===== src/rtl/cla_gp_8bit.sv =====
// Registered 8-bit two-level carry-lookahead adder leaf.
// Exposes the full carry vector and C0-independent group G/P.
module cla_gp_8bit (
  input  logic       clk,
  input  logic       rst,
  input  logic       C0,
  input  logic [7:0] A,
  input  logic [7:0] B,
  output logic [7:0] S,
  output logic [7:0] C,
  output logic       G,
  output logic       P
);

  // Returns {Px, Gx, c3, c2, c1} with flattened lookahead terms.
  function automatic logic [4:0] cla4(
    input logic [3:0] g,
    input logic [3:0] p,
    input logic       cin
  );
    logic c1, c2, c3, gx, px;
    c1 = g[0] | (p[0] & cin);
    c2 = g[1] | (p[1] & g[0])
       | (p[1] & p[0] & cin);
    c3 = g[2] | (p[2] & g[1])
       | (p[2] & p[1] & g[0])
       | (p[2] & p[1] & p[0] & cin);
    gx = g[3] | (p[3] & g[2])
       | (p[3] & p[2] & g[1])
       | (p[3] & p[2] & p[1] & g[0]);
    px = &p;
    return {px, gx, c3, c2, c1};
  endfunction

  logic [7:0] g, p;
  logic [4:0] lo, hi;
  logic [7:0] s_d, s_q;
  logic [7:0] c_d, c_q;
  logic       g_d, g_q;
  logic       p_d, p_q;

  always_comb begin
    g        = A & B;
    p        = A ^ B;
    c_d      = '0;
    lo       = cla4(g[3:0], p[3:0], C0);
    c_d[2:0] = lo[2:0];
    // Carry into the hi block comes from level 2, not lo's ripple.
    c_d[3]   = lo[3] | (lo[4] & C0);
    hi       = cla4(g[7:4], p[7:4], c_d[3]);
    c_d[6:4] = hi[2:0];
    g_d      = hi[3] | (hi[4] & lo[3]);
    p_d      = hi[4] & lo[4];
    c_d[7]   = g_d | (p_d & C0);
    s_d      = p ^ {c_d[6:0], C0};
  end

  always_ff @(posedge clk) begin
    if (rst) begin
      s_q <= '0;
      c_q <= '0;
      g_q <= 1'b0;
      p_q <= 1'b0;
    end else begin
      s_q <= s_d;
      c_q <= c_d;
      g_q <= g_d;
      p_q <= p_d;
    end
  end

  assign S = s_q;
  assign C = c_q;
  assign G = g_q;
  assign P = p_q;

endmodule


===== config.mk =====
export PLATFORM = sky130hd
export DESIGN_NAME = cla_gp_8bit
export DESIGN_NICKNAME = d
export VERILOG_FILES = /design/src/rtl/cla_gp_8bit.sv
export SDC_FILE = /design/constraint.sdc
export NUM_CORES = 1
export LEC_CHECK = 0
export ABC_CLOCK_PERIOD_IN_PS = 4200
export CORE_ASPECT_RATIO = 1.4
export CORE_MARGIN = 2
export CORE_UTILIZATION = 45
export CTS_BUF_LIST = sky130_fd_sc_hd__clkbuf_4
export CTS_CLUSTER_DIAMETER = 60
export CTS_CLUSTER_SIZE = 40
export DETAILED_ROUTE_END_ITERATION = 12
export DONT_BUFFER_PORTS = 1
export GPL_TIMING_DRIVEN = 0
export SETUP_SLACK_MARGIN = 0.1
export SLEW_MARGIN = 20
export SYNTH_ARGS = -nofsm -noshare
export SYNTH_HDL_FRONTEND = slang
export SYNTH_SLANG_ARGS = --single-unit
export TNS_END_PERCENT = 1

===== constraint.sdc =====
create_clock -name clk -period 4.2 [get_ports clk]
set_input_delay 0.84 -clock clk [delete_from_list [all_inputs] [get_ports clk]]
set_output_delay 0.84 -clock clk [all_outputs]
set_load 0.01 [all_outputs]

== Yosys cells after proc, flatten, opt, wreduce, memory -nomap -nowiden ==
Index checks and enable logic that the tools add are counted.

* Memory bits (read-only): 0
* Register bits: 18
* Output and inout bits: 18
* Input bits: 19
* RAM bits: 0
* Word-level logic and storage cells: 62
* Memories kept: 0
* Bits in latches: 0

* Order comparisons: 0
* Muxes and demuxes: 0
* Add/sub/neg operators: 0
* Divide/modulo/power cells: 0
* $mul: 0
* Reductions and logical operators: 2
* Equal/unequal tests: 0
* Shifts and indexed selects: 0
* Bitwise gates (word level): 56

{| class="wikitable"
|+ Operator list
! kind !! number
|-
| 1-bit bitwise AND || 32
|-
| 1-bit bitwise OR || 21
|-
| 8-bit XOR || 2
|-
| 8-bit bitwise AND || 1
|-
| 4-bit AND reduction || 2
|}

== Depth between registers and ports, before layout ==
* Depth in word-level cells: 9
* Mapped depth: 7
* Gate-level depth less buffers: 7

== Worst setup path before layout ==
Ideal clock, no wire load.

* Path kind: in2reg
* Start: in A[2]
* End: reg s_q[5] (netlist: S[5])
* Arrival: 2247 ps
* Path slack: 1825 ps
* Stages on the path: 7
* Path buffers: 0
* Setup time: 128 ps
* Required time: 4072 ps
* Cell sequence: ha_1 > nand4_2 > o221ai_2 > inv_1 > fa_1 > xor2_1 > nor2_1

* Word-level cells in the longest chain between the ends: 9
* Elaborated cells on any way between the ends: 16
* Classes of those cells: 15 x bitwise; 1 x reduce/logical

{| class="wikitable"
|+ Ends and longest elaborated chain
! element !! line !! source
|-
| from (decl) || 7 || <nowiki>input logic [7:0] A,</nowiki>
|-
| 8-bit bitwise AND / 8-bit XOR (equally long branches) || 43, 44 ||
|-
| 1-bit bitwise AND, on equally long branches || 28, 29, 30 ||
|-
| 1-bit bitwise OR, or another cell as far along || 28 || <nowiki>gx = g[3] | (p[3] & g[2])</nowiki>
|-
| 1-bit bitwise OR / 1-bit bitwise AND (equally long branches) || 29, 30 ||
|-
| 1-bit bitwise OR || 30 || <nowiki>| (p[3] & p[2] & p[1] & g[0]);</nowiki>
|-
| 1-bit bitwise OR * || 49 || <nowiki>c_d[3] = lo[3] | (lo[4] & C0);</nowiki>
|-
| 1-bit bitwise AND * || 22 || <nowiki>c1 = g[0] | (p[0] & cin);</nowiki>
|-
| 1-bit bitwise OR * || 22 ||
|-
| 8-bit XOR * || 55 || <nowiki>s_d = p ^ {c_d[6:0], C0};</nowiki>
|-
| to (signal assigned) || 60 || <nowiki>s_q <= '0;</nowiki>
|-
| to (signal assigned) || 65 || <nowiki>s_q <= s_d;</nowiki>
|-
| to (decl) || 37 || <nowiki>logic [7:0] s_d, s_q;</nowiki>
|}

Every way passes the cells marked *; elsewhere a longest branch is shown, timed or not.
A chain may end at the register's enable or synchronous reset.

== Worst setup path in the final report ==
* Start: in A[3]
* End: reg s_q[5] (netlist: S[5])

* Word-level cells in the longest chain between the ends: 9
* Elaborated cells on any way between the ends: 16
* Classes of those cells: 15 x bitwise; 1 x reduce/logical

{| class="wikitable"
|+ Ends and longest elaborated chain
! element !! line !! source
|-
| 8-bit XOR || 44 || <nowiki>p = A ^ B;</nowiki>
|-
| 1-bit bitwise AND, on equally long branches || 28, 29, 30 ||
|-
| 1-bit bitwise OR, or another cell as far along || 28 ||
|-
| 1-bit bitwise OR / 1-bit bitwise AND (equally long branches) || 29, 30 ||
|-
| 1-bit bitwise OR || 30 ||
|-
| 1-bit bitwise OR * || 49 ||
|-
| 1-bit bitwise AND * || 22 ||
|-
| 1-bit bitwise OR * || 22 ||
|-
| 8-bit XOR * || 55 ||
|}

Marked as above.

==> impl_metrics.json <==
{
  "period_share": 0.541,
  "maxSlewViolCount": 0,
  "htreeDepth": 1,
  "max_freq_ghz": 0.440,
  "maxSlewHeadroom": 0.742,
  "wl_per_cell_um": 12.3,
  "dieWidth_um": 40.5,
  "hp-class": "primary input to flop",
  "worstSetupPathType": "primary input to flop",
  "power.leakage_uw": 0.000402,
  "area_growth_pct": 6.11,
  "worstPathArrival_ps": 2440,
  "synth_area_per_cell_um2": 9.65,
  "firstDrtPassIters": 4,
  "regArea_um2": 360,
  "yosysMostFrequentCell": "dfxtp_1",
  "layout-drive-gt1-share": 0.110,
  "yosys_warnings": 0,
  "io_pins": 37,
  "critPathLaunchType": "primary input",
  "ys_types": 26,
  "vias_per_cell": 5.34,
  "drc": 0,
  "synth_top_cell_by_area": "dfxtp_1",
  "port_buffers": 0,
  "antennaDiodeCount": 0,
  "synth_cells": 87,
  "postCtsResizedCells": 0,
  "ant_nets": 0,
  "cap_viol_max_count": 0,
  "rsz0062_at_grt": "no",
  "grt_pass1_wl_mm": 2.19,
  "endpoint_kind": "flop",
  "antenna_found_initial": 0,
  "drt_first_iter_violations": 4,
  "synth_top_area_frac": 0.429,
  "grt_pass1_vias": 529,
  "ys_seq_area_frac": 0.429,
  "power_uw": 352,
  "ys.flop_type": "dfxtp_1",
  "hold_viol": 0,
  "cts_tree": "yes",
  "multiInputGateArea_um2": 438,
  "cts_root_buf": "clkbuf_4",
  "synth.ff_latch_count": 18,
  "start_util": 0.478,
  "cts_buffers": 3,
  "ys_top_cells_by_area": "dfxtp_1 (43%), ha_1 (12%), nor2_1 (5.4%)",
  "synth-edff-count": 0,
  "syn_area_um2": 840,
  "setup_viol": 0,
  "cp.required_ps": 4370,
  "hold_buffers": 0,
  "fillers": 173,
  "dp_hpwl_mm": 1.07,
  "synth_async_sr_flop_share": 0,
  "die_h_um": 55.1,
  "cts_sinks": 18,
  "grt-ovfl-total": 0,
  "ir_drop_v": 0.000150,
  "num_vias": 593,
  "grt_max_degree": 11,
  "gp_congestion": 0.760,
  "fin_setup_tns_ps": 0,
  "core_area_um2": 1760,
  "rows": 18,
  "status": "finished clean",
  "syn_nets": 116,
  "p_per_area_nw_per_um2": 395,
  "die-area_um2": 2230,
  "post_cts_buffers": 0,
  "routed_wl_mm": 1.36,
  "min_period_ps": 2270,
  "grt_util_all_layers": 0.148,
  "clockBufferDepth": 2,
  "nNetsFinal": 121,
  "synth_common_cells": "dfxtp_1 (18), nor2_1 (12), a21oi_1 (8), ha_1 (8), inv_1 (7)",
  "cts.clk_slew.worst_paths_ps": 100,
  "final_util": 0.507,
  "crit_fanout": 6,
  "worst_pin_slew_ps": 387
}
-- power breakdown --
part	internal [uW]	switching (uW)	total, uW
combinational	29.0	35.9	64.9
sequential	188	14.5	203
clock	34.5	49.9	84.4
total	252	100	352
-- cell type report --
cell class	instances	area share
plain buffers	2	0.0169
clock buffers	3	0.0253
clock inverters	1	0.00421
inverters	7	0.0295
multi-input cells	60	0.492
flip-flops and latches	18	0.404
well taps	20	0.0281
-- sequential cells by signal, summed over array words and instances (netlist names) --
| signal | flops |
|---|---|
| G | 1 |
| S | 8 |
| C | 8 |
| P | 1 |
-- worst max-delay path, cell delays in order --
cell      delay (ps)
ha_1             350
nand4_2          150
o221ai_2         360
inv_1            120
fa_1             420
xor2_1           150
nor2_1            50
-- layer usage --
| layer | GRT usage | wire length (um) | up-vias |
|---|---|---|---|
| met3 | 0.0480 | 124 | 2 |
| li1 | - | - | 300 |
| met1 | 0.154 | 548 | 271 |
| met4 | 0.0833 | 10 | 0 |
| met2 | 0.251 | 676 | 20 |
| met5 | 0 | 0 | - |
-- through the flow --
stage                     setup slack, ps  instance area [um^2]  hold slack [ps]  instances
after floorplan                      1820                   840             1030         87
after global placement               1650                   865             1050        107
after CTS                            1950                   891              742        111
after detailed placement             1630                   865             1050        107
final                                1930                   891              749        111
after global routing                 1780                   891              744        111
-- worst paths after layout --
path,start,to,slack (ps),depth (start not counted)
worst min-delay path,rst,G$_SDFF_PP0_,750,2
worst max-delay path,A[3],S[5]$_SDFF_PP0_,1930,7
-- layout by cell type, fill, tap and decap left out --
master and n:
and2b_1 1, nand2_1 5, ha_1 8, nor2_1 12, o21bai_1 1, clkbuf_1 1
a21oi_1 8, a31oi_1 1, o21ai_0 1, xnor2_1 1, mux2_2 1, xor2_1 2
o211ai_1 1, nand4_2 1, mux2_4 1, o221ai_2 1, fa_1 2, clkinv_1 1
a21oi_2 1, and3_2 1, nor2b_1 3, inv_1 7, a21o_1 2, nor3_1 3
nand3_1 3, clkbuf_4 3, dfxtp_1 18, buf_6 1
-- cell families after synthesis --
| logic type | count (synthesis) | synth area share |
|---|---|---|
| AOI/OAI and AO/OA | 16 | 0.125 |
| xor gates and xnor gates | 3 | 0.0313 |
| adders and majority gates | 10 | 0.167 |
| buffers and inverters | 9 | 0.0492 |
| DFF | 18 | 0.429 |
| muxes | 2 | 0.0313 |
| and+or+nand+nor | 29 | 0.167 |
(Power assumes the default switching activity.)
